**src/rtl/fetch_unit.sv**
```systemverilog
// ---------------------------------------------------------------------------------------------
// fetch_unit
//
// Instruction-fetch front end. The unit issues word-aligned fetch addresses to an in-order,
// variable-latency instruction memory. It tags every request with its PC in a small in-order
// queue and stores the returned instructions in a registered FIFO. Decode drains that FIFO over
// a valid/ready handshake.
//
// Branch redirects flush the FIFO and mark all in-flight responses as stale so they are dropped
// when they return. A halt request, or a redirect to a misaligned target, stops fetch. The unit
// then waits for every outstanding response to come back and finally parks in a sticky halted
// state that only reset can leave.
//
// Ports
//   clk             clock; all state updates on the rising edge
//   reset           asynchronous, active-high reset
//   stall           suppress new requests this cycle (responses, pops, redirect, halt unaffected)
//   halt_req        stop fetching and drain outstanding responses
//   redirect_valid  taken branch: flush and refetch from redirect_pc
//   redirect_pc     redirect target
//   imem_req_valid  request valid towards instruction memory
//   imem_req_ready  memory accepts the request
//   imem_req_addr   request address (equals pc)
//   imem_resp_valid response valid; responses return in request order
//   imem_resp_data  returned instruction word
//   out_valid       head of the instruction FIFO is valid
//   out_ready       decode accepts the head instruction
//   out_instr       head instruction
//   out_pc          PC of the head instruction
//   pc              next fetch address
//   halted          sticky: fetch has stopped and all responses have drained
//   fetch_fault     sticky: a misaligned redirect target was seen
// ---------------------------------------------------------------------------------------------
module fetch_unit #(
    parameter int unsigned       ADDR_W  = 64,
    parameter int unsigned       INSTR_W = 32,
    parameter int unsigned       DEPTH   = 4,
    parameter logic [ADDR_W-1:0] INIT_PC = '0
) (
    input  logic               clk,
    input  logic               reset,
    input  logic               stall,
    input  logic               halt_req,
    input  logic               redirect_valid,
    input  logic [ADDR_W-1:0]  redirect_pc,
    output logic               imem_req_valid,
    input  logic               imem_req_ready,
    output logic [ADDR_W-1:0]  imem_req_addr,
    input  logic               imem_resp_valid,
    input  logic [INSTR_W-1:0] imem_resp_data,
    output logic               out_valid,
    input  logic               out_ready,
    output logic [INSTR_W-1:0] out_instr,
    output logic [ADDR_W-1:0]  out_pc,
    output logic [ADDR_W-1:0]  pc,
    output logic               halted,
    output logic               fetch_fault
);

    localparam int unsigned     PW        = $clog2(DEPTH);
    localparam int unsigned     CW        = $clog2(DEPTH) + 1;
    localparam logic [CW:0]     DEPTH_EXT = (CW+1)'(DEPTH);

    typedef enum logic [1:0] {StRun, StDrain, StHalted} state_e;

    state_e              state_q, state_d;
    logic [ADDR_W-1:0]   pc_q, pc_d;
    logic [CW-1:0]       count_q, count_d;
    logic [CW-1:0]       outst_q, outst_d;
    logic [CW-1:0]       drop_q, drop_d;
    logic [PW-1:0]       head_q, head_d;
    logic [PW-1:0]       tail_q, tail_d;
    logic [PW-1:0]       tag_wr_q, tag_wr_d;
    logic [PW-1:0]       tag_rd_q, tag_rd_d;
    logic                halted_q, halted_d;
    logic                fault_q, fault_d;

    // Instruction FIFO and the in-order queue of request PCs.
    logic [INSTR_W-1:0]  buf_instr [DEPTH];
    logic [ADDR_W-1:0]   buf_pc    [DEPTH];
    logic [ADDR_W-1:0]   tag_pc    [DEPTH];

    logic                req_valid;
    logic                req_fire;
    logic                resp;
    logic                pop;
    logic                push;
    logic [CW:0]         credit_used;
    logic                misaligned;

    // A FIFO slot is reserved for every in-flight request, so responses can always be stored.
    assign credit_used = {1'b0, outst_q} + {1'b0, count_q};
    assign misaligned  = redirect_pc[1:0] != 2'b00;

    assign req_valid = !reset && (state_q == StRun) && !stall && !redirect_valid && !halt_req &&
                       (credit_used < DEPTH_EXT);
    assign req_fire  = req_valid && imem_req_ready;
    assign resp      = imem_resp_valid;
    assign pop       = (count_q != '0) && out_ready;

    always_comb begin
        state_d  = state_q;
        pc_d     = pc_q;
        count_d  = count_q;
        head_d   = head_q;
        tail_d   = tail_q;
        drop_d   = drop_q;
        halted_d = halted_q;
        fault_d  = fault_q;
        push     = 1'b0;
        outst_d  = outst_q + CW'(req_fire) - CW'(resp);
        tag_wr_d = req_fire ? tag_wr_q + PW'(1) : tag_wr_q;
        tag_rd_d = resp ? tag_rd_q + PW'(1) : tag_rd_q;

        if (req_fire) begin
            pc_d = pc_q + ADDR_W'(4);
        end

        unique case (state_q)
            StRun: begin
                if (halt_req || (redirect_valid && misaligned)) begin
                    // Stop fetching; anything still in flight is discarded on return.
                    if (!halt_req) begin
                        fault_d = 1'b1;
                    end
                    count_d = '0;
                    head_d  = '0;
                    tail_d  = '0;
                    drop_d  = '0;
                    if (outst_d == '0) begin
                        state_d  = StHalted;
                        halted_d = 1'b1;
                    end else begin
                        state_d  = StDrain;
                    end
                end else if (redirect_valid) begin
                    // Every request still in flight after this edge belongs to the old path.
                    // That includes a response arriving this cycle, which is also not stored.
                    count_d = '0;
                    head_d  = '0;
                    tail_d  = '0;
                    drop_d  = outst_d;
                    pc_d    = redirect_pc;
                end else begin
                    if (resp) begin
                        if (drop_q != '0) begin
                            drop_d = drop_q - CW'(1);
                        end else begin
                            push = 1'b1;
                        end
                    end
                    if (push) begin
                        tail_d = tail_q + PW'(1);
                    end
                    if (pop) begin
                        head_d = head_q + PW'(1);
                    end
                    count_d = count_q + CW'(push) - CW'(pop);
                end
            end
            StDrain: begin
                if (outst_d == '0) begin
                    state_d  = StHalted;
                    halted_d = 1'b1;
                end
            end
            StHalted: begin
            end
            default: begin
                state_d = StHalted;
            end
        endcase
    end

    always_ff @(posedge clk or posedge reset) begin
        if (reset) begin
            state_q  <= StRun;
            pc_q     <= INIT_PC;
            count_q  <= '0;
            outst_q  <= '0;
            drop_q   <= '0;
            head_q   <= '0;
            tail_q   <= '0;
            tag_wr_q <= '0;
            tag_rd_q <= '0;
            halted_q <= 1'b0;
            fault_q  <= 1'b0;
        end else begin
            state_q  <= state_d;
            pc_q     <= pc_d;
            count_q  <= count_d;
            outst_q  <= outst_d;
            drop_q   <= drop_d;
            head_q   <= head_d;
            tail_q   <= tail_d;
            tag_wr_q <= tag_wr_d;
            tag_rd_q <= tag_rd_d;
            halted_q <= halted_d;
            fault_q  <= fault_d;
        end
    end

    // Storage arrays need no reset: the counters and pointers qualify every read.
    always_ff @(posedge clk) begin
        if (req_fire) begin
            tag_pc[tag_wr_q] <= pc_q;
        end
        if (push) begin
            buf_instr[tail_q] <= imem_resp_data;
            buf_pc[tail_q]    <= tag_pc[tag_rd_q];
        end
    end

    assign imem_req_valid = req_valid;
    assign imem_req_addr  = pc_q;
    assign out_valid      = count_q != '0;
    assign out_instr      = out_valid ? buf_instr[head_q] : '0;
    assign out_pc         = out_valid ? buf_pc[head_q] : '0;
    assign pc             = pc_q;
    assign halted         = halted_q;
    assign fetch_fault    = fault_q;

    always_ff @(posedge clk) begin
        if (!reset) begin
            assert ({1'b0, count_q} <= DEPTH_EXT)
                else $error("fetch_unit: buffer count above DEPTH");
            assert ({1'b0, outst_q} <= DEPTH_EXT)
                else $error("fetch_unit: outstanding above DEPTH");
            assert ({1'b0, drop_q} <= DEPTH_EXT)
                else $error("fetch_unit: drop count above DEPTH");
            assert (!(imem_resp_valid && outst_q == '0))
                else $error("fetch_unit: response with nothing outstanding");
        end
    end

endmodule

```
**config.mk**
```make
export PLATFORM = sky130hd
export DESIGN_NAME = fetch_unit
export DESIGN_NICKNAME = d
export VERILOG_FILES = /design/src/rtl/fetch_unit.sv
export SDC_FILE = /design/constraint.sdc
export NUM_CORES = 1
export LEC_CHECK = 0
export ABC_CLOCK_PERIOD_IN_PS = 11800
export CAP_MARGIN = 40
export CORE_MARGIN = 2
export CORE_UTILIZATION = 60
export DETAILED_ROUTE_END_ITERATION = 12
export GPL_ROUTABILITY_DRIVEN = 0
export GPL_TIMING_DRIVEN = 1
export PLACE_DENSITY_LB_ADDON = 0.25
export REMOVE_ABC_BUFFERS = 1
export SLEW_MARGIN = 0
export SYNTH_ARGS = -nofsm -noshare
export SYNTH_HDL_FRONTEND = slang
export SYNTH_SLANG_ARGS = --single-unit
```
**constraint.sdc**
```tcl
create_clock -name clk -period 11.8 [get_ports clk]
set_clock_uncertainty 0.2 [all_clocks]
set_input_delay 2.36 -clock clk [delete_from_list [all_inputs] [get_ports clk]]
set_output_delay 2.36 -clock clk [all_outputs]
set_load 0.05 [all_outputs]
```
==> results.toml <==
[cts]
clock_latency_ps = 610
cts_tree = "built"
ctsHoldBuffers = 0
clockBufferDepth = 3
cts-htree-levels = 3
cts_resized = 0
path_clk_slew_ps = 60
post_cts_buffers = 0
cts.sink_count = 725
cts_buffers = 70
cts-root-buf = "clkbuf_16"

[synth]
syn_inst = 1585
ys_types = 49
synth_mux_area_share_pct = 12.5
synthTopCellsByArea = "edfxtp_1 (66%), mux4_2 (12%), dfrtp_1 (7.3%)"
yosysTopAreaCell = "edfxtp_1"
synth-compound-area-share_pct = 2.31
yosysMostFrequentCell = "edfxtp_1"
synthXorXnorAreaFrac_pct = 1.05
synthAdderAreaFrac_pct = 0.867
synth_top_family_by_area = "multiplexers"
ys_ff_latch = 725
ys_seq_area_share_pct = 73.3
yosys.area_share.simple_pct = 7.03
synthTopCellsByCount = "edfxtp_1 (640), mux4_2 (160), and2_1 (108)"
yosysWarnings = 0
synth-edff-count = 640
avgSynthCellArea_um2 = 18.4
ys_async_sr_fraction_pct = 11.7
synth_top_area_share_pct = 66.0
synth_flop_cell = "edfxtp_1"
synth_area_um2 = 29100

[floorplanning]
rows = 80
floorplan.die.width_um = 224
die_area_um2 = 50300
ios = 332
start_util_pct = 60.9
design.core.area_um2 = 47800
fp.dieH_um = 224

[routing]
detail-route-antenna-nets = 0
dr.pass1.iters = 7
top_layer = "met4"
post_drt_wl_per_cell_um = 25.6
route.met2.wl_mm = 32.8
routed_wl_mm = 64.9
vias_per_cell = 6.20
first_iter_violations = 1327
drc = 0
vias = 15700
drt-met1-wl_mm = 25.8
wl_met3_mm = 4.68

[global_routing]
grt_use_total_pct = 26.2
grt_max_degree = 75
antenna_found_initial = 0
overflow = 0
grt_pass1_vias = 16000
grt_pass1_wl_mm = 96.9

[critical_path]
worstPathCellList = "clkdlybuf4s50_1 > nor4_4 > and4_1 > clkdlybuf4s50_1"
ff2ff_path_depth = 12
r2r_start = "state_q[0]"
crit_arrival_ps = 4570
crit_cells = 4
criticalPathCategory = "in -> out"
path_delay_family = "buffers and inverters"
worstSetupStartpoint = "redirect_valid"
cp_num_buf_inv = 2
max_stage_delay_ps = 800
r2r_slack_ps = 7760
endpoint_kind = "output pin"
critPathLaunchType = "input port"
crit_path_top_delay_cell = "clkdlybuf4s50_1"
cp_max_fo = 9
cp.required_ps = 9240
cp_common_cell = "clkdlybuf4s50_1"

[worst_hold_path]
hold_class = "reg -> reg"
hold_path_depth = 1
worstHoldStart = "fetch_fault"

[timing]
rsz0062_at_grt = "no"
worst_slew_pin_slew_ps = 811
finalSetupViolations = 0
finalCritPeriodShare_pct = 60.4
slew_headroom_pct = 45.9
hold_viol = 0
fmax_mhz = 140
setup_tns_ps = 0
min_period_ps = 7130
slew_violations = 0

[finish]
fill_cells = 2855
syn_to_final_growth_pct = 20.2
regArea_um2 = 21400
design_area_um2 = 35000
multi_input_area_um2 = 6950
antenna_cells = 0
utilization_pct = 73.2
drive_gt1_share_pct = 15.8
nNetsFinal = 1993

[outcome]
outcome = "finished, final reports clean"

[place]
io_buffers = 331
hpwl_mm = 39.5
dpl_cell_area_um2 = 32800

[run]
maxCapViolCount = 0

[pwr]
power_density_nw_per_um2 = 265
p_leak_nw = 11.4
irDropWorstVdd_mv = 0.244
-- cells by family after synthesis --
kind of cell             after synthesis
flip-flops                           725
AND/OR/NAND/NOR                      364
buffers and inverters                166
multiplexers                         163
AO/OA/AOI/OAI                        113
XOR/XNOR                              35
adder cells (fa/ha/maj)               19
-- worst paths after layout --
path                                   to
min in group asynchronous      count_q[2]
setup / recovery           imem_req_valid
setup reg to reg                   halted
hold reg to reg               fetch_fault
hold / removal                fetch_fault
max in group asynchronous       head_q[0]
-- power breakdown --
| part | total (mW) | switching (mW) | internal (mW) | leakage [nW] |
|---|---|---|---|---|
| Combinational | 3.47 | 2.21 | 1.26 | 3.44 |
| Sequential | 3.69 | 0.486 | 3.20 | 6.85 |
| Clock | 2.14 | 0.907 | 1.23 | 1.07 |
| Total | 9.30 | 3.60 | 5.70 | 11.4 |
-- sequential cells by signal (all words and copies together), names as in the netlist --
signal         count
tail_q             2
fetch_fault        1
count_q            3
tag_pc           256
halted             1
buf_pc           256
head_q             2
outst_q            3
drop_q             3
imem_req_addr     64
state_q            2
tag_wr_q           2
tag_rd_q           2
buf_instr        128
-- stage by stage --
| stage | total power [mW] | setup WS [ps] | cells | hold WS, ps |
|---|---|---|---|---|
| after floorplan | 5.95 | 4460 | 1444 | 272 |
| after global placement | 7.14 | 4700 | 2401 | 259 |
| after detailed placement | 7.22 | 4700 | 2413 | 268 |
| after CTS | 9.36 | 4680 | 2540 | 292 |
| after global routing | 9.63 | 4550 | 2540 | 311 |
| final | 9.30 | 4670 | 2540 | 286 |
-- cells in the final DEF (no fill, tap or decap), types with 5 or more instances in the layout --
master / instances
clkbuf_16: 72
xnor2_1: 33
or3_1: 17
a31oi_1: 32
nand3_1: 25
clkinv_2: 12
buf_12: 5
o21ai_0: 25
mux4_2: 160
and2_1: 100
buf_4: 11
clkbuf_1: 22
inv_1: 23
and2_4: 8
a21oi_1: 31
edfxtp_1: 640
and4_1: 7
nor4_1: 14
nand4_1: 16
dfrtp_1: 81
ha_1: 17
nor3_1: 13
nor2_1: 76
nand2_1: 36
o31ai_1: 18
clkdlybuf4s50_1: 331
or4_1: 25
clkinv_1: 9
buf_16: 6
-- routing by layer --
layer	track usage (%)	vias to the layer above
met2	43.4	715
li1	-	6799
met4	8.89	0
met1	36.4	8125
met5	0	-
met3	4.01	110
-- area by class of cell --
cell class                 instances  share of cell area (%)
multi-input combinational        694                    19.8
clock inverter                    30                   0.754
clock buffer                      97                    5.50
sequential                       725                    61.0
inverter                          25                   0.275
timing repair buffer             354                    10.5
tap                              615                    2.20
(Power assumes the default switching activity.)
